`src/rtl/sprite_pkg.sv`:
```
// Shared types and default constants for the sprite collision scheduler.
package sprite_pkg;

    localparam int unsigned POS_W  = 20;
    localparam int unsigned Y_OFF  = 20;
    localparam int unsigned DY_MAX = 40;
    localparam int unsigned DX_MAX = 20;

    typedef logic [POS_W-1:0] pos_t;

    typedef enum logic [1:0] {
        IDLE  = 2'd0,
        SCAN  = 2'd1,
        DRAIN = 2'd2,
        DONE  = 2'd3
    } state_t;

endpackage

```
`src/rtl/sprite_box_cmp.sv`:
```
// Single-entry box overlap check; differences are modulo 2^20, so a negative
// difference wraps to a large value and never satisfies the bound.
module sprite_box_cmp #(
    parameter int unsigned Y_OFF  = sprite_pkg::Y_OFF,
    parameter int unsigned DY_MAX = sprite_pkg::DY_MAX,
    parameter int unsigned DX_MAX = sprite_pkg::DX_MAX
) (
    input  sprite_pkg::pos_t px,
    input  sprite_pkg::pos_t py,
    input  sprite_pkg::pos_t ox,
    input  sprite_pkg::pos_t oy,
    input  logic             en,
    output logic             hit
);

    localparam int unsigned POS_W = sprite_pkg::POS_W;

    logic [POS_W-1:0] w_dy;
    logic [POS_W-1:0] w_dx;

    // Wrapping distances and inclusive bound test.
    always_comb begin
        w_dy = py + POS_W'(Y_OFF) - oy;
        w_dx = px - ox;
        hit  = en && (w_dy <= POS_W'(DY_MAX)) && (w_dx <= POS_W'(DX_MAX));
    end

endmodule

```
`src/rtl/sprite_coll_sched.sv`:
```
// Per-frame collision scheduler: walks the obstacle table through one shared
// comparator, one entry per clock, and publishes held hit results.
module sprite_coll_sched #(
    parameter int unsigned NUM_OBJ = 8,
    parameter int unsigned IDX_W   = 3,
    parameter int unsigned Y_OFF   = sprite_pkg::Y_OFF,
    parameter int unsigned DY_MAX  = sprite_pkg::DY_MAX,
    parameter int unsigned DX_MAX  = sprite_pkg::DX_MAX
) (
    input  logic               Clk,
    input  logic               Reset_n,
    input  logic               frame_start,
    input  logic [19:0]        sprite_xpos,
    input  logic [19:0]        sprite_ypos,
    output logic [IDX_W-1:0]   obj_addr,
    input  logic [19:0]        obj_xpos,
    input  logic [19:0]        obj_ypos,
    input  logic               obj_en,
    output logic               busy,
    output logic               coll_valid,
    output logic               sprite_coll,
    output logic [IDX_W-1:0]   coll_idx,
    output logic [NUM_OBJ-1:0] hit_mask
);

    localparam logic [IDX_W-1:0] LAST_IDX = IDX_W'(NUM_OBJ - 1);

    sprite_pkg::state_t r_state;
    sprite_pkg::state_t w_state_nxt;
    logic               w_start;
    logic               w_hit;

    sprite_pkg::pos_t   r_px;
    sprite_pkg::pos_t   r_py;
    logic [IDX_W-1:0]   r_addr;
    logic               r_rd_vld;
    logic [IDX_W-1:0]   r_rd_idx;
    logic               r_any_acc;
    logic [IDX_W-1:0]   r_idx_acc;
    logic [NUM_OBJ-1:0] r_mask_acc;

    logic               r_busy;
    logic               r_coll_valid;
    logic               r_sprite_coll;
    logic [IDX_W-1:0]   r_coll_idx;
    logic [NUM_OBJ-1:0] r_hit_mask;

    assign obj_addr    = r_addr;
    assign busy        = r_busy;
    assign coll_valid  = r_coll_valid;
    assign sprite_coll = r_sprite_coll;
    assign coll_idx    = r_coll_idx;
    assign hit_mask    = r_hit_mask;

    sprite_box_cmp #(
        .Y_OFF  (Y_OFF),
        .DY_MAX (DY_MAX),
        .DX_MAX (DX_MAX)
    ) u_cmp (
        .px  (r_px),
        .py  (r_py),
        .ox  (obj_xpos),
        .oy  (obj_ypos),
        .en  (obj_en),
        .hit (w_hit)
    );

    // State register.
    always_ff @(posedge Clk or negedge Reset_n) begin
        if (!Reset_n) r_state <= sprite_pkg::IDLE;
        else          r_state <= w_state_nxt;
    end

    // Next-state logic; frame_start is only honoured in IDLE.
    always_comb begin
        w_state_nxt = r_state;
        w_start     = 1'b0;
        case (r_state)
            sprite_pkg::IDLE: begin
                if (frame_start) begin
                    w_state_nxt = sprite_pkg::SCAN;
                    w_start     = 1'b1;
                end
            end
            sprite_pkg::SCAN:  if (r_addr == LAST_IDX) w_state_nxt = sprite_pkg::DRAIN;
            sprite_pkg::DRAIN: w_state_nxt = sprite_pkg::DONE;
            sprite_pkg::DONE:  w_state_nxt = sprite_pkg::IDLE;
            default:           w_state_nxt = sprite_pkg::IDLE;
        endcase
    end

    // Position latch, address counter and read-index tag pipeline.
    always_ff @(posedge Clk or negedge Reset_n) begin
        if (!Reset_n) begin
            r_px     <= '0;
            r_py     <= '0;
            r_addr   <= '0;
            r_rd_vld <= 1'b0;
            r_rd_idx <= '0;
        end else begin
            r_rd_vld <= (r_state == sprite_pkg::SCAN);
            r_rd_idx <= r_addr;
            if (w_start) begin
                r_px   <= sprite_xpos;
                r_py   <= sprite_ypos;
                r_addr <= '0;
            end else if ((r_state == sprite_pkg::SCAN) && (r_addr != LAST_IDX)) begin
                r_addr <= r_addr + IDX_W'(1);
            end
        end
    end

    // Hit accumulation; the index is captured only on the first hit of a scan.
    always_ff @(posedge Clk or negedge Reset_n) begin
        if (!Reset_n) begin
            r_any_acc  <= 1'b0;
            r_idx_acc  <= '0;
            r_mask_acc <= '0;
        end else if (w_start) begin
            r_any_acc  <= 1'b0;
            r_idx_acc  <= '0;
            r_mask_acc <= '0;
        end else if (r_rd_vld && w_hit) begin
            r_mask_acc[r_rd_idx] <= 1'b1;
            if (!r_any_acc) begin
                r_any_acc <= 1'b1;
                r_idx_acc <= r_rd_idx;
            end
        end
    end

    // Registered status and held results, published in DONE.
    always_ff @(posedge Clk or negedge Reset_n) begin
        if (!Reset_n) begin
            r_busy        <= 1'b0;
            r_coll_valid  <= 1'b0;
            r_sprite_coll <= 1'b0;
            r_coll_idx    <= '0;
            r_hit_mask    <= '0;
        end else begin
            r_busy       <= (w_state_nxt != sprite_pkg::IDLE);
            r_coll_valid <= (r_state == sprite_pkg::DONE);
            if (r_state == sprite_pkg::DONE) begin
                r_sprite_coll <= r_any_acc;
                r_coll_idx    <= r_idx_acc;
                r_hit_mask    <= r_mask_acc;
            end
        end
    end

endmodule
```
`config.mk`:
```
export PLATFORM = sky130hd
export DESIGN_NAME = sprite_coll_sched
export DESIGN_NICKNAME = d
export VERILOG_FILES = /design/src/rtl/sprite_pkg.sv /design/src/rtl/sprite_box_cmp.sv /design/src/rtl/sprite_coll_sched.sv
export SDC_FILE = /design/constraint.sdc
export NUM_CORES = 1
export LEC_CHECK = 0
export CORE_ASPECT_RATIO = 1.75
export CORE_MARGIN = 2
export CORE_UTILIZATION = 40
export DETAILED_ROUTE_END_ITERATION = 7
export PLACE_DENSITY = 0.67
export SYNTH_ARGS = -nofsm -noshare
export SYNTH_HDL_FRONTEND = slang
export SYNTH_SLANG_ARGS = --single-unit
```
`constraint.sdc`:
```
create_clock -name Clk -period 7.6 [get_ports Clk]
set_clock_uncertainty 0.05 [all_clocks]
set_input_delay 1.14 -clock Clk [delete_from_list [all_inputs] [get_ports Clk]]
set_output_delay 1.14 -clock Clk [all_outputs]
set_load 0.01 [all_outputs]
```
# After elaboration in Yosys (flattened, before gate mapping)
# Cells that the tools add are included.
# word_totals
ff_bits	75
input_bits	84
out_inout_bits	17
wordCells	55
# classes
add_sub_neg	4
magnitude_cmp	4
n_eq_ne	6
mux	16
bitwise	1
n_reduce_logical	10
# ops
operator	count
subtractor 20 bit	2
adder 20 x 5 -> 20 bit (second input constant)	1
<= comparator 20 x 5 -> 1 bit (second input constant)	1
<= comparator 20 x 6 -> 1 bit (second input constant)	1
two-way mux 8 bit	2
two-way mux 3 bit	5
bitwise OR 8 bit	1
case mux 2 bit (4 select lines)	1
nonzero test 2 bit	3
logical AND 1 bit	5
two-way mux 1 bit	5
== test 2 bit (second input constant)	2
less-than comparator 3 x 4 -> 1 bit (second input constant)	1
two-way mux 2 bit	2
adder 3 x 1 -> 3 bit (second input constant)	1
demux 1 bit (select 3 bit)	1
== test 3 bit (second input constant)	1
greater-or-equal comparator 3 x 1 -> 1 bit (second input constant)	1
inequality test 3 bit (second input constant)	1
== test 2 x 1 -> 1 bit (second input constant)	1
zero test 2 bit	1
inequality test 2 bit (second input constant)	1
AND reduction 2 bit	1

# Longest topological paths before layout
# depth
word_depth	8
ltp_mapped	17
mapped_depth_nobuf	15

# Modules after synthesis
# A second synthesis with hierarchy kept.
# hier_totals
cells_unflattened	530
area_unflattened_um2	5291.3
# by_module_without_submodules
module	n_inst	cells_per_inst	area_each_um2	seq_area_each_um2
sprite_coll_sched	1	186	2901.5	1876.8
sprite_box_cmp	1	344	2389.8	0.0

# Worst setup path after synthesis
# OpenSTA, ideal clock, no wires.
# synth_timing
path_kind	input to register
start	in obj_ypos[1]
end	reg r_mask_acc[2]
setup_ps	119
arrival_ps	4154
required_time_ps	7431
path_slack_ps	3277
cell_stages	15
cell_sequence	inv_1 -> ha_1 -> ha_1 -> inv_1 -> fa_1 -> nor2b_1 -> o31ai_2 -> a22o_1 -> or4_1 -> a221oi_1 -> a2111oi_2 -> nand4b_1 -> clkbuf_1 -> nor3_1 -> o21a_1
# synth_between
elab_chain_len	6
# synth_rtl
item	line_no	rtl
start, declared	sprite_coll_sched.sv:17	input logic [19:0] obj_ypos,
subtractor 20 bit	sprite_box_cmp.sv:23	w_dy = py + POS_W'(Y_OFF) - oy;
<= comparator 20 x 6 -> 1 bit	sprite_box_cmp.sv:25	hit = en && (w_dy <= POS_W'(DY_MAX)) && (w_dx <= POS_W'(DX_MAX));
logical AND 1 bit (2 in a row)	sprite_box_cmp.sv:25	
logical AND 1 bit	sprite_coll_sched.sv:123	end else if (r_rd_vld && w_hit) begin
nonzero test 2 bit (no source line)	-	
end signal, assigned	sprite_coll_sched.sv:118	r_mask_acc <= '0;
end signal, assigned	sprite_coll_sched.sv:122	r_mask_acc <= '0;
end signal, assigned by index	sprite_coll_sched.sv:124	r_mask_acc[r_rd_idx] <= 1'b1;
end, declared	sprite_coll_sched.sv:40	logic [NUM_OBJ-1:0] r_mask_acc;
# No other way between the ends.
# A chain may end at the register's enable or synchronous reset.

# Final worst setup path
# layout_timing
start	in obj_ypos[1]
end	reg r_idx_acc[2]
# layout_between
elab_chain_len	7
# layout_rtl
item	line_no	rtl
subtractor 20 bit	sprite_box_cmp.sv:23	
<= comparator 20 x 6 -> 1 bit	sprite_box_cmp.sv:25	
logical AND 1 bit (2 in a row)	sprite_box_cmp.sv:25	
logical AND 1 bit	sprite_coll_sched.sv:123	
nonzero test 2 bit (no source line)	-	
AND reduction 2 bit (no source line)	-	
end signal, assigned	sprite_coll_sched.sv:127	r_idx_acc <= r_rd_idx;
end, declared	sprite_coll_sched.sv:39	logic [IDX_W-1:0] r_idx_acc;
# No other way between the ends.

==> flow_summary.json <==
{
  "post_cts_resized": 0,
  "rows": 56,
  "crit_type": "in -> reg",
  "fin_crit_ns": 5.39,
  "critPathLaunchType": "primary input",
  "grt_pass1_vias": 5181,
  "drive_gt1_share_pct": 5.01,
  "min_path_type": "reg -> reg",
  "cts_hold_buffers": 0,
  "ios": 101,
  "clk_latency_ns": 0.34,
  "grt_pass1_wl_um": 24800,
  "outcome": "finished, final reports clean",
  "postLayoutCoreUtil_pct": 51.9,
  "dp_hpwl_um": 11800,
  "grt_max_degree": 76,
  "final_common_cell": "nand2_1",
  "arrival_ns": 5.61,
  "synth_area_mm2": 0.00553,
  "yosysSeqAreaShare_pct": 33.9,
  "min_from": "obj_addr[1]",
  "synth_edf_count": 0,
  "overflow": 0,
  "synth-main-ff-cell": "dfrtp_1",
  "route.detailed.drc": 0,
  "rsz0062_at_grt": "false",
  "max_slew_margin_pct": 35.4,
  "n_antenna_cell": 0,
  "postRouteWirelength_um": 15400,
  "max-cap-violations": 0,
  "cp.required_ns": 7.82,
  "p_per_area_mw_per_mm2": 384,
  "tns_ns": 0,
  "setup_viol": 0,
  "worst_pin_slew_ns": 0.968,
  "slew_violations": 0,
  "clock-sinks": 75,
  "post_drt_via_cell_ratio": 5.44,
  "whs_path_depth": 0,
  "reg2reg_from": "r_py[1]",
  "dr.pass1.iters": 5,
  "hold_viol": 0,
  "fin_area_mm2": 0.00699,
  "dpl_cell_area_mm2": 0.00667,
  "design.die.area_mm2": 0.0148,
  "p_leak_nw": 3.42,
  "r2r_cells": 13,
  "antenna_found_initial": 1,
  "grt_usage_pct": 20.9,
  "cts_tree": "done",
  "cts_setup_buffers": 0,
  "path_max_fanout": 15,
  "syn_inst": 662,
  "rrSetupSlack_ns": 3.09,
  "fp.dieH_um": 160,
  "syn_avg_cell_area_um2": 8.36,
  "ys.warnings.count": 0,
  "area_growth_syn_to_layout_pct": 26.3,
  "cts.clk_slew.worst_paths_ns": 0.07,
  "core_mm2": 0.0135,
  "initial_utilization_pct": 41.1,
  "wl_per_cell_um": 16.5,
  "ir_drop_v": 0.000256,
  "vias": 5071,
  "cts_max_level": 3,
  "hold_end": "r_rd_idx[1]",
  "gp_congestion": 0.920,
  "rr_endpoint": "r_idx_acc[2]",
  "worstSetupEndpointType": "flip-flop",
  "syn_nets": 805,
  "fin_nets": 896,
  "async_flop_share_pct": 100,
  "fmax_ghz": 0.185,
  "drt_iter0_drc": 190,
  "n_fill_cell": 1303,
  "timing.final.crit_share_pct": 70.9,
  "final_cell_mix": "141 x nand2_1, 99 x clkdlybuf4s50_1, 75 x dfrtp_1",
  "numCtsBuffers": 9,
  "die_w_um": 92.9,
  "clock-root-buffer": "clkbuf_16",
  "io_buffers": 100,
  "ys_ff_latch": 75,
  "clockBufferDepth": 2,
  "postRouteAntennaNets": 0,
  "yosysUniqueCellTypes": 58
}
==> worst max-delay path, cell delays in order <==
cell             delay [ns]
clkdlybuf4s50_1        0.46
inv_1                  0.04
ha_1                   0.28
ha_1                   0.23
inv_1                  0.09
fa_1                   0.22
nor2b_1                0.09
o31ai_2                0.47
a2111oi_1              0.22
or3_1                  0.41
a211o_1                0.30
a2111oi_2              0.33
nand4b_1               0.53
or4b_1                 0.65
a21oi_1                0.15
==> final cells by class <==
class,instances,area [um2],area share (%)
Timing Repair Buffer,102,1010,14.5
Clock inverter,7,92.6,1.33
Tap cell,174,218,3.12
Sequential cell,75,1880,26.9
Inverter,55,206,2.96
Multi-Input combinational cell,510,3350,48.0
Clock buffer,9,225,3.22
==> worst max-delay path by stage <==
stage	endpoint	depth (start not counted)	from
after floorplan	r_mask_acc[2]	15	obj_ypos[1]
after global placement	r_idx_acc[0]	15	obj_ypos[1]
after detailed placement	r_idx_acc[2]	15	obj_ypos[1]
after CTS	r_idx_acc[2]	15	obj_ypos[1]
after global routing	r_idx_acc[2]	15	obj_ypos[1]
final	r_idx_acc[2]	15	obj_ypos[1]
==> synthesized netlist by cell type (all sizes together) (9+ instances only) <==
cell type	count	area share, %
a21o	12	1.6
nor4	9	1.1
nor2	31	2.1
a21oi	46	4.3
nand2	141	9.6
nand2b	9	1.0
o21ai	28	2.5
nand3	13	1.2
dfrtp	75	34
a211oi	9	1.2
mux2	12	2.4
buf	9	0.86
clkbuf	13	0.88
nand4	9	1.0
inv	55	3.7
xnor2	9	1.4
ha	58	13
o21a	18	2.4
==> metal layers <==
| metal | track usage, % | share of wire, % | vias up |
|---|---|---|---|
| met3 | 3.03 | 3.4 | 38 |
| met1 | 22.6 | 39 | 2388 |
| met4 | 8.89 | 3.5 | 2 |
| li1 | - | - | 2522 |
| met2 | 39.2 | 54 | 121 |
| met5 | 0 | 0.085 | - |
==> power breakdown <==
group / switching, mW / internal (mW) / total [mW] / leakage, nW
Combinational: 0.949 / 0.657 / 1.61 / 2.29
Clock: 0.201 / 0.266 / 0.467 / 0.158
Sequential: 0.0806 / 0.526 / 0.606 / 0.966
Total: 1.23 / 1.45 / 2.68 / 3.42
==> state kept, by name, indices dropped and copies added (netlist names) <==
register and cells:
r_mask_acc 8, coll_idx 3, r_rd_vld 1, obj_addr 3, r_px 20, r_state 2, r_rd_idx 3, busy 1
hit_mask 8, r_any_acc 1, r_py 20, coll_valid 1, r_idx_acc 3, sprite_coll 1
==> logic make-up (layout without fill, tap and decap cells) <==
kind of cell | Yosys count | count (layout) | synth area share (%)
buf+inv | 77 | 173 | 5.47
fa+ha+maj | 59 | 59 | 13.5
xor+xnor | 14 | 14 | 2.22
flops | 75 | 75 | 33.9
mux | 20 | 20 | 3.89
compound gates | 158 | 158 | 19.3
simple gates | 259 | 259 | 21.8
==> metrics by stage <==
stage          hold slack (ns)  power, mW  setup slack [ns]  cells
5_1_grt                  0.405       2.91              1.89    932
3_5_place_dp             0.369       2.21              1.85    916
3_3_place_gp             0.367       2.18              1.97    916
4_1_cts                  0.386       2.69              2.21    932
6_report                 0.377       2.68              2.21    932
2_1_floorplan            0.400       1.76              3.28    662
(Power assumes the default switching activity.)
